## src/rtl/prescaled_updown_counter_if.sv

```systemverilog
// Control and count bus for prescaled_updown_counter.
interface prescaled_updown_counter_if #(
  parameter int unsigned DIGITS = 4
);
  localparam int unsigned CNT_W = 4 * DIGITS;

  logic             en;
  logic             up_dn;
  logic             bcd;
  logic             load;
  logic [CNT_W-1:0] load_val;
  logic [CNT_W-1:0] q;
  logic             tick;
  logic             rc;

  // Controller side: drives controls, observes count.
  modport master (
    output en, up_dn, bcd, load, load_val,
    input  q, tick, rc
  );

  // Counter side.
  modport slave (
    input  en, up_dn, bcd, load, load_val,
    output q, tick, rc
  );
endinterface

```

## src/rtl/prescaled_updown_counter.sv

```systemverilog
// Multi-digit hex/BCD up/down counter with clock-enable prescaler,
// synchronous parallel load and registered tick / ripple-carry pulses.
module prescaled_updown_counter #(
  parameter int unsigned DIGITS = 4,
  parameter int unsigned DIV    = 50000000,
  parameter int unsigned DIV_W  = 26
) (
  input logic                        clk,
  input logic                        rst_n,
  prescaled_updown_counter_if.slave  bus
);

  localparam int unsigned CNT_W = 4 * DIGITS;
  localparam logic [DIV_W-1:0] PSC_LAST = DIV_W'(DIV - 1);

  logic [DIV_W-1:0] psc_q, psc_d;
  logic [CNT_W-1:0] q_q, q_d;
  logic             tick_q, tick_d;
  logic             rc_q, rc_d;

  logic [CNT_W-1:0] cnt_next;
  logic             cnt_wrap;

  // Next count value: digit-serial carry/borrow chain starting at digit 0.
  always_comb begin
    logic       carry;
    logic [3:0] dig;
    logic [3:0] dig_n;
    cnt_next = q_q;
    carry    = 1'b1;
    dig      = 4'h0;
    dig_n    = 4'h0;
    for (int i = 0; i < int'(DIGITS); i++) begin
      dig   = q_q[4*i +: 4];
      dig_n = dig;
      if (carry) begin
        if (bus.up_dn) begin
          // Up: terminal digit (or any invalid BCD digit) wraps and carries.
          if (bus.bcd ? (dig >= 4'd9) : (dig == 4'hF)) begin
            dig_n = 4'h0;
          end else begin
            dig_n = dig + 4'd1;
            carry = 1'b0;
          end
        end else begin
          // Down: zero wraps to terminal and borrows; invalid BCD snaps to 9.
          if (dig == 4'h0) begin
            dig_n = bus.bcd ? 4'd9 : 4'hF;
          end else if (bus.bcd && (dig > 4'd9)) begin
            dig_n = 4'd9;
            carry = 1'b0;
          end else begin
            dig_n = dig - 4'd1;
            carry = 1'b0;
          end
        end
      end
      cnt_next[4*i +: 4] = dig_n;
    end
    cnt_wrap = carry;
  end

  // Load / prescale / tick selection for the next register state.
  always_comb begin
    psc_d  = psc_q;
    q_d    = q_q;
    tick_d = 1'b0;
    rc_d   = 1'b0;
    if (bus.load) begin
      q_d   = bus.load_val;
      psc_d = '0;
    end else if (bus.en) begin
      if (psc_q == PSC_LAST) begin
        psc_d  = '0;
        q_d    = cnt_next;
        tick_d = 1'b1;
        rc_d   = cnt_wrap;
      end else begin
        psc_d = psc_q + DIV_W'(1);
      end
    end
  end

  // State registers with synchronous active-low reset.
  always_ff @(posedge clk) begin
    if (!rst_n) begin
      psc_q  <= '0;
      q_q    <= '0;
      tick_q <= 1'b0;
      rc_q   <= 1'b0;
    end else begin
      psc_q  <= psc_d;
      q_q    <= q_d;
      tick_q <= tick_d;
      rc_q   <= rc_d;
    end
  end

  assign bus.q    = q_q;
  assign bus.tick = tick_q;
  assign bus.rc   = rc_q;

endmodule

```

## src/flat_wrapper.sv

```systemverilog
// flat-port wrapper written by rule: the top's interface ports become plain ports
module prescaled_updown_counter_flat 
#(
  parameter int unsigned DIGITS = 4,
  parameter int unsigned DIV    = 50000000,
  parameter int unsigned DIV_W  = 26
)
  (clk, rst_n, bus_en, bus_up_dn, bus_bcd, bus_load, bus_load_val, bus_q, bus_tick, bus_rc);
  prescaled_updown_counter_if #(.DIGITS(DIGITS)) bus_i ();
  input logic clk;
  input logic rst_n;
  input wire logic [$bits(bus_i.en)-1:0] bus_en;
  input wire logic [$bits(bus_i.up_dn)-1:0] bus_up_dn;
  input wire logic [$bits(bus_i.bcd)-1:0] bus_bcd;
  input wire logic [$bits(bus_i.load)-1:0] bus_load;
  input wire logic [$bits(bus_i.load_val)-1:0] bus_load_val;
  output wire logic [$bits(bus_i.q)-1:0] bus_q;
  output wire logic [$bits(bus_i.tick)-1:0] bus_tick;
  output wire logic [$bits(bus_i.rc)-1:0] bus_rc;
  assign bus_i.en = bus_en;
  assign bus_i.up_dn = bus_up_dn;
  assign bus_i.bcd = bus_bcd;
  assign bus_i.load = bus_load;
  assign bus_i.load_val = bus_load_val;
  assign bus_q = bus_i.q;
  assign bus_tick = bus_i.tick;
  assign bus_rc = bus_i.rc;
  prescaled_updown_counter #(.DIGITS(DIGITS), .DIV(DIV), .DIV_W(DIV_W)) u_core (.clk(clk), .rst_n(rst_n), .bus(bus_i));
endmodule
```

## config.mk

```make
export PLATFORM = sky130hd
export DESIGN_NAME = prescaled_updown_counter_flat
export DESIGN_NICKNAME = d
export VERILOG_FILES = /design/src/rtl/prescaled_updown_counter_if.sv /design/src/rtl/prescaled_updown_counter.sv /design/src/flat_wrapper.sv
export SDC_FILE = /design/constraint.sdc
export NUM_CORES = 1
export LEC_CHECK = 0
export BUFFER_PORTS_ARGS = -buffer_cell sky130_fd_sc_hd__clkbuf_2
export CORE_UTILIZATION = 50
export DETAILED_ROUTE_END_ITERATION = 7
export PLACE_DENSITY = 0.72
export SLEW_MARGIN = 5
export SYNTH_ARGS = -nofsm -noshare
export SYNTH_HDL_FRONTEND = slang
export SYNTH_SLANG_ARGS = --single-unit
```

## constraint.sdc

```tcl
create_clock -name clk -period 2.6 [get_ports clk]
set_input_delay 0.52 -clock clk [delete_from_list [all_inputs] [get_ports clk]]
set_output_delay 0.52 -clock clk [all_outputs]
set_load 0.02 [all_outputs]
```

==> results of run 1 <==
-- cells by family after synthesis --
kind of cell,synth area share
muxes,0.00669
and+or+nand+nor,0.277
buffers and inverters,0.0527
DFF,0.295
xor gates and xnor gates,0.0791
AOI/OAI and AO/OA,0.223
adders and majority gates,0.0669
-- power by group --
group	internal (mW)	switching (mW)	total, mW	leakage (nW)
Clock	0.314	0.236	0.550	0.0614
Combinational	0.137	0.198	0.335	0.895
Sequential	0.693	0.0416	0.735	0.358
Total	1.14	0.476	1.62	1.31
-- layout make-up --
cell class / count / area [µm²]
flip-flops and latches: 44 / 881
multi-input cells: 301 / 1950
clock inverters: 2 / 38.8
fillers: 511 / 2230
inverters: 18 / 67.6
repair buffers: 53 / 300
well taps: 72 / 90.1
clock buffers: 6 / 82.6
-- layer usage --
metal	vias up	track usage	part of all wire
met1	1316	0.335	0.49
li1	1447	-	-
met5	-	0	0
met4	0	0.0545	0.0058
met3	4	0.0333	0.055
met2	86	0.377	0.45
-- path summary, 6_finish.rpt --
check / endpoint / slack (ps) / depth (start not counted)
worst max register to register: u_core.bus.q[6] / 270 / 7
worst min register to register: u_core.psc_q[19] / 510 / 2
worst max-delay path: u_core.bus.q[6] / 270 / 7
worst min-delay path: u_core.bus.q[1] / 450 / 3
-- per-stage QoR --
stage	cells	cell area [µm²]	hold slack (ps)	setup WS, ps	utilization
2_1_floorplan	384	2990	466	342	-
3_3_place_gp	488	3290	483	191	0.583
3_5_place_dp	488	3290	492	161	0.583
4_1_cts	496	3410	445	262	0.605
5_1_grt	496	3410	463	144	0.605
6_report	496	3410	454	272	0.605
-- synthesized netlist by cell type, types with 4 or more instances --
cell	instances	area share
dfxtp_1	44	0.29
nor2_1	44	0.055
nand2_1	33	0.041
a21oi_1	25	0.042
o21ai_0	21	0.035
inv_1	17	0.021
ha_1	16	0.067
nand3_1	15	0.025
clkbuf_1	14	0.018
xor2_1	14	0.041
xnor2_1	13	0.038
nor3_1	10	0.017
a31oi_1	9	0.019
nor2b_1	8	0.017
nor3b_1	7	0.018
o21ai_1	7	0.012
o211ai_1	6	0.015
and3_1	5	0.010
nand2b_1	5	0.010
o2111ai_1	4	0.012
o21bai_1	4	0.010
o31ai_1	4	0.010
-- critical path, stage by stage (launching register included) --
cell	delay, ps
dfxtp_1	380
ha_1	180
and3_4	210
nand4_4	100
or4_4	610
or2_1	380
nor4_2	270
nor3_1	70
-- registers in the layout, indices dropped and copies added, names as in the netlist --
register / cells
u_core.bus.rc: 1
u_core.bus.tick: 1
u_core.bus.q: 16
u_core.psc_q: 26
==> run_results.csv, run 1 <==
group,metric,value,unit
die,die_w,79.3,µm
logic_synthesis,syn-num-nets,422,
global_routing,grt_pass1_vias,2563,
critical_path,cp_max_fo,14,
sta,fin_setup_tns,0,ps
route,dr_total_vias,2853,
logic_synthesis,synth_ff_type,"dfxtp_1",
die,coreArea,5640,µm²
route,wl_per_cell,14.2,µm
critical_path,crit_path_start,"u_core.psc_q[0]",
die,boundaryPins,40,
sta,fin_crit_sh,0.895,
sta,hold_viol_final,0,
route,drt_iter0_drc,138,
clock_tree,cts_tree,"yes",
clock_tree,hold_buffers,0,
global_routing,grt_remaining_overflow,0,
logic_synthesis,yosys_warnings,0,
die,fp.dieH,79.3,µm
final_layout,syn_to_final_growth,14.1,%
logic_synthesis,synth_cells,384,
logic_synthesis,synthArstFlopShare,0,
power_and_ir_drop,total_power,1.62,mW
clock_tree,clock_latency,300,ps
global_routing,grt_usage,0.236,
critical_path,critPathArrivalTime,2510,ps
final_layout,nets,461,
final_layout,layout-drive-gt1-share,0.172,
clock_tree,cts_resized,0,
logic_synthesis,synth_edf_count,0,
final_layout,mostFrequentLayoutCells,"nor2_1 (44), dfxtp_1 (44), clkbuf_2 (39), nand2_1 (33), a21oi_1 (25)",
hold_path,hold_path.class,"in2reg",
clock_tree,post_cts_buffers,0,
critical_path,critPathCaptureType,"register",
place,dp.final_hpwl,5150,µm
logic_synthesis,syn_area_per_cell,7.79,µm²
power_and_ir_drop,ir_drop,449,µV
route,wirelength,7050,µm
critical_path,rr_startpoint,"u_core.psc_q[0]",
clock_tree,clockBufferDepth,2,
clock_tree,cts_sinks,44,
clock_tree,h-tree-depth,2,
sta,fmax,0.430,GHz
power_and_ir_drop,power.density,475,nW/µm²
route,first_pass_iters,4,
critical_path,worstSetupPathType,"reg2reg",
flow_run,max_cap_viol_count,0,
power_and_ir_drop,leakage,1.31,nW
sta,max-slew-margin-rel,0.570,
sta,skew,11.8,ps
die,die_area,6290,µm²
global_routing,antenna_found_initial,0,
place,portBuffers,39,
place,gp_congestion,0.852,
clock_tree,clk_pin_slew_worst_paths,80,ps
die,rows,27,
sta,setup_viol,0,
sta,min_period,2330,ps
critical_path,worstPathRequired,2780,ps
die,start_util,0.530,
global_routing,grt_pass1_wl,12000,µm
critical_path,cp-start-kind,"register",
route,vias_per_cell,5.75,
clock_tree,root_buffer,"clkbuf_8",
status,status,"finished, final reports clean",
logic_synthesis,synth.distinct_cells,59,
clock_tree,numCtsBuffers,5,
global_routing,grt_max_degree,26,
hold_path,hold_start,"bus_load_val[1]",
logic_synthesis,synth-seq-cells,44,
logic_synthesis,ys_seq_area_frac,0.295,
route,drc_errors,0,
sta,tightest_slew,642,ps
sta,slew_violations,0,
logic_synthesis,netlist_area,2990,µm²
route,ant_nets,0,
sta,rsz0062_at_grt,"no",
final_layout,num_antenna_cells,0,
(Power assumes the default switching activity.)
==> run 2, diff against run 1 <==
--- a/config.mk
+++ b/config.mk
@@ -6,6 +6,7 @@
 export NUM_CORES = 1
 export LEC_CHECK = 0
 export BUFFER_PORTS_ARGS = -buffer_cell sky130_fd_sc_hd__clkbuf_2
+export CORE_ASPECT_RATIO = 1.4
 export CORE_UTILIZATION = 50
 export DETAILED_ROUTE_END_ITERATION = 7
 export PLACE_DENSITY = 0.72
==> run 2 against run 1 <==
  * Critical path depth stayed put
  * Clock skew is 2.8 ps higher
  * Core utilization shrank 2.9 points
  * Total power decreased by 7.6%
  * First-iteration DRC count fell by 28%
  * Global-route usage grew 0.77 points
  * Hold slack worse by 13 ps
  * Critical path type unchanged
  * Critical endpoint unchanged
==> run_results.csv, run 2 (synthesized netlist as in run 1, its figures left out) <==
group,metric,value,unit
status,status,"finished, final reports clean",
critical_path,worstPathRequired,2790,ps
route,vias_per_cell,5.80,
sta,rsz0062_at_grt,"no",
global_routing,grt_max_degree,26,
final_layout,num-fill-cells,571,
global_routing,grt_usage,0.244,
power_and_ir_drop,leakage,1.28,nW
place,gp_congestion,0.820,
sta,hold_viol_final,0,
sta,slew_violations,0,
critical_path,crit_path_start,"u_core.psc_q[0]",
sta,max-slew-margin-rel,0.583,
clock_tree,cts_resized,0,
critical_path,critPathCaptureType,"register",
critical_path,critPathArrivalTime,2560,ps
clock_tree,clockBufferDepth,2,
power_and_ir_drop,ir_drop,303,µV
final_layout,syn_to_final_growth,12.2,%
clock_tree,clk_pin_slew_worst_paths,90,ps
die,coreArea,5820,µm²
final_layout,regMostFlops,"u_core.psc_q",
sta,min_period,2370,ps
final_layout,num_antenna_cells,0,
critical_path,cp-start-kind,"register",
hold_path,hold_path.class,"in2reg",
clock_tree,cts_sinks,44,
final_layout,mostFrequentLayoutCells,"nor2_1 (44), dfxtp_1 (44), clkbuf_2 (39), nand2_1 (33), a21oi_1 (25)",
route,wirelength,7110,µm
final_layout,layout-drive-gt1-share,0.166,
power_and_ir_drop,power.density,446,nW/µm²
final_layout,largest_register_ffs,26,
route,wl_met1,2840,µm
die,die_w,67.4,µm
sta,fin_crit_sh,0.912,
clock_tree,cts_tree,"yes",
route,first_pass_iters,4,
die,start_util,0.514,
global_routing,grt_remaining_overflow,0,
global_routing,antenna_found_initial,0,
die,rows,33,
clock_tree,h-tree-depth,2,
final_layout,final_util,0.576,
route,wl_per_cell,14.5,µm
critical_path,worstSetupPathType,"reg2reg",
clock_tree,root_buffer,"clkbuf_8",
critical_path,reg2reg_depth,7,
sta,fmax,0.422,GHz
route,wl_met2,3900,µm
route,drc_errors,0,
route,ant_nets,0,
clock_tree,numCtsBuffers,5,
place,dp.final_hpwl,5330,µm
critical_path,r2r_setup_slack,230,ps
route,route.met3.wl,283,µm
critical_path,cp_max_fo,14,
clock_tree,post_cts_buffers,0,
critical_path,rr_startpoint,"u_core.psc_q[0]",
sta,whs,441,ps
sta,tightest_slew,622,ps
route,drt_iter0_drc,99,
final_layout,nets,459,
clock_tree,clock_latency,310,ps
die,die_area,6300,µm²
critical_path,rr_endpoint,"u_core.bus.q[6]",
global_routing,grt_pass1_wl,11900,µm
route,dr_total_vias,2846,
sta,fin_setup_tns,0,ps
sta,skew,14.5,ps
route,top_layer,"met4",
global_routing,grt_pass1_vias,2682,
sta,setup_viol,0,
place,portBuffers,39,
flow_run,max_cap_viol_count,0,
clock_tree,hold_buffers,0,
critical_path,critPathCapture,"u_core.bus.q[6]",
die,boundaryPins,40,
die,fp.dieH,93.5,µm
run 2: cell types whose count changed in the layout (fill, tap and decap cells not counted):
cell / previous run / this run
buf_4: 14 / 12
clkinv_2: 0 / 1
clkbuf_8: 6 / 5
bufinv_16: 1 / 0
clkinvlp_4: 0 / 1
clkinv_4: 1 / 0
run 2: layout make-up:
type                    count  area, µm²  area share
inverters                  18       67.6      0.0201
multi-input cells         301       1950       0.582
clock buffers               5       68.8      0.0205
well taps                  70       87.6      0.0261
flip-flops and latches     44        881       0.263
repair buffers             51        285      0.0850
clock inverters             2       12.5     0.00373
run 2: worst min path at each step:
stage,from,to,depth (start not counted)
6_report,bus_load_val[1],u_core.bus.q[1],3
5_1_grt,bus_load_val[1],u_core.bus.q[1],3
2_1_floorplan,u_core.psc_q[19],u_core.psc_q[19],2
4_1_cts,bus_load_val[1],u_core.bus.q[1],3
3_3_place_gp,u_core.psc_q[17],u_core.psc_q[17],2
3_5_place_dp,u_core.psc_q[19],u_core.psc_q[19],2
run 2: routing by layer:
| metal | vias up | global-route usage |
|---|---|---|
| li1 | 1434 | - |
| met1 | 1350 | 0.258 |
| met2 | 56 | 0.462 |
| met3 | 6 | 0.0415 |
| met4 | 0 | 0.0851 |
| met5 | - | 0 |
run 2: per-stage QoR:
step / total power, mW / setup slack (ps) / instances / area (µm²)
after floorplan: 0.978 / 342 / 384 / 2990
after CTS: 1.51 / 220 / 491 / 3350
after global routing: 1.57 / 103 / 491 / 3350
after global placement: 1.07 / 179 / 484 / 3270
after detailed placement: 1.08 / 111 / 484 / 3270
final: 1.50 / 228 / 491 / 3350
run 2: power breakdown:
group          total, mW  internal, mW  switching [mW]
combinational      0.333         0.136           0.197
clock              0.429         0.182           0.247
sequential         0.734         0.693          0.0411
total               1.50          1.01           0.485
run 2: worst max-delay path: stages (launching register included):
cell	delay, ps
dfxtp_1	380
ha_1	190
and3_4	210
nand4_4	110
or4_4	620
or2_1	390
nor4_2	300
nor3_1	70
==> run 3, diff against run 2 <==
--- a/config.mk
+++ b/config.mk
@@ -6,9 +6,11 @@
 export NUM_CORES = 1
 export LEC_CHECK = 0
 export BUFFER_PORTS_ARGS = -buffer_cell sky130_fd_sc_hd__clkbuf_2
+export CAP_MARGIN = 40
 export CORE_ASPECT_RATIO = 1.4
 export CORE_UTILIZATION = 50
 export DETAILED_ROUTE_END_ITERATION = 7
+export GPL_TIMING_DRIVEN = 0
 export PLACE_DENSITY = 0.72
 export SLEW_MARGIN = 5
 export SYNTH_ARGS = -nofsm -noshare
==> run 3 against run 2 <==
  * Fmax fell by 3.1%
  * Hold slack improved by 12 ps
  * Clock power rose by 24%
  * Die area stayed put
  * Core utilization increased by 0.30 points
  * Wire length up 2.4%
  * First-iteration DRC count increased by 22%
  * Non-clock buffer count rose by 7
  * Register-to-register slack got worse by 80 ps
  * Sequential share of layout area decreased by 0.099 points
  * Combinational power up 4%
  * Global-route usage decreased by 0.15 points
  * Critical path type unchanged
==> run_results.csv, run 3 (synthesized netlist as in run 1, its figures left out) <==
group,metric,value,unit
global_routing,grt_max_degree,14,
global_routing,grt_pass1_vias,2484,
clock_tree,post_cts_buffers,0,
critical_path,worstPathRequired,2840,ps
critical_path,reg2reg_depth,8,
die,fp.dieH,93.5,µm
route,first_pass_iters,4,
final_layout,layout.cells.non_filler,499,
clock_tree,cts_tree,"yes",
final_layout,largest_register_ffs,26,
final_layout,layout-drive-gt1-share,0.142,
power_and_ir_drop,ir_drop,292,µV
power_and_ir_drop,power.density,474,nW/µm²
sta,setup_viol,0,
place,placed_cells,491,
clock_tree,cts_sinks,44,
route,drc_errors,0,
route,dr_total_vias,2861,
sta,worst_slack,152,ps
flow_run,max_cap_viol_count,0,
route,wirelength,7280,µm
clock_tree,numCtsBuffers,5,
route,vias_per_cell,5.73,
place,gp_congestion,0.876,
global_routing,grt_pass1_wl,11600,µm
sta,rsz0062_at_grt,"no",
route,wl_per_cell,14.6,µm
critical_path,cp_max_fo,8,
die,die_area,6300,µm²
critical_path,rr_endpoint,"u_core.bus.q[15]",
route,ant_nets,0,
sta,skew,15.6,ps
die,die_w,67.4,µm
global_routing,antenna_found_initial,0,
power_and_ir_drop,leakage,1.27,nW
hold_path,hold_path.class,"in2reg",
critical_path,worstSetupPathType,"reg2reg",
hold_path,worstHoldEndpoint,"u_core.bus.q[5]",
global_routing,grt_usage,0.242,
clock_tree,root_buffer,"clkbuf_8",
clock_tree,h-tree-depth,2,
sta,max-slew-margin-rel,0.595,
hold_path,hold_start,"bus_load_val[5]",
critical_path,rr_startpoint,"u_core.bus.q[8]",
final_layout,nets,466,
place,dp.final_hpwl,5450,µm
critical_path,critPathArrivalTime,2690,ps
critical_path,r2r_setup_slack,150,ps
route,drt_iter0_drc,121,
sta,tightest_slew,608,ps
sta,slew_violations,0,
hold_path,min_path_cells,3,
global_routing,grt_remaining_overflow,0,
sta,hold_viol_final,0,
critical_path,cp-start-kind,"register",
status,status,"finished, final reports clean",
die,coreArea,5820,µm²
sta,fin_crit_sh,0.941,
place,portBuffers,37,
clock_tree,clk_pin_slew_worst_paths,90,ps
die,rows,33,
place,dp_worst_setup_slack,-5.69,ps
clock_tree,clock_latency,300,ps
final_layout,syn_to_final_growth,12.8,%
die,boundaryPins,40,
sta,fmax,0.409,GHz
final_layout,mostFrequentLayoutCells,"nor2_1 (44), dfxtp_1 (43), clkbuf_2 (37), nand2_1 (33), a21oi_1 (25)",
final_layout,regMostFlops,"u_core.psc_q",
final_layout,final_common_cell,"nor2_1",
critical_path,critPathCaptureType,"register",
final_layout,num_antenna_cells,0,
clock_tree,hold_buffers,0,
sta,min_period,2450,ps
die,start_util,0.514,
clock_tree,clockBufferDepth,2,
-- run 3: power by group --
part,internal [mW],switching [mW]
logic,0.130,0.217
clock network,0.286,0.247
registers,0.694,0.0258
-- run 3: per-layer routing --
metal / share of wire / global-route usage / wire length [µm]
met1: 0.43 / 0.282 / 3150
met2: 0.52 / 0.438 / 3780
met3: 0.031 / 0.0329 / 228
met4: 0.017 / 0.0816 / 127
met5: 0 / 0 / 0
-- run 3: cell type report --
type / count / area [µm²]
buffer: 21 / 90.1
tap: 70 / 87.6
clock buffer: 6 / 72.6
fill: 542 / 2450
inverter: 18 / 67.6
sequential: 44 / 882
timing repair buffer: 37 / 185
clock inverter: 2 / 35.0
multi-input combinational: 301 / 1950
-- run 3: how the worst max path moves through the flow --
stage	start	to	slack (ps)	cells after the start
2_1_floorplan	u_core.bus.q[4]	u_core.bus.q[15]	340	8
3_3_place_gp	bus_bcd	u_core.bus.q[15]	30	7
3_5_place_dp	u_core.bus.q[4]	u_core.bus.q[15]	-6	8
4_1_cts	u_core.bus.q[4]	u_core.bus.q[15]	160	8
5_1_grt	u_core.psc_q[0]	u_core.psc_q[25]	50	8
6_report	u_core.bus.q[8]	u_core.bus.q[15]	150	8
-- run 3: critical path: stages (launching register included) --
cell and delay [ps]:
dfxtp_1 480, inv_1 110, ha_1 250, nor2b_1 140
o21ai_1 360, a32oi_1 310, o31ai_4 410, o311ai_1 160
a21oi_1 160
-- run 3: what timing repair did --
action	in CTS	in global routing
resized for setup	2	1
pin swaps	0	0
setup endpoints to repair	2	2
-- run 3: stage by stage --
| step | TNS [ps] | util | power [mW] | hold WS (ps) | instance area (µm²) |
|---|---|---|---|---|---|
| global route | 0 | 0.579 | 1.68 | 452 | 3370 |
| CTS | 0 | 0.579 | 1.61 | 447 | 3370 |
| floorplan | 0 | - | 0.978 | 466 | 2990 |
| global placement | 0 | 0.560 | 1.07 | 478 | 3260 |
| detailed placement | -5.69 | 0.560 | 1.08 | 493 | 3260 |
| finish | 0 | 0.579 | 1.60 | 454 | 3370 |
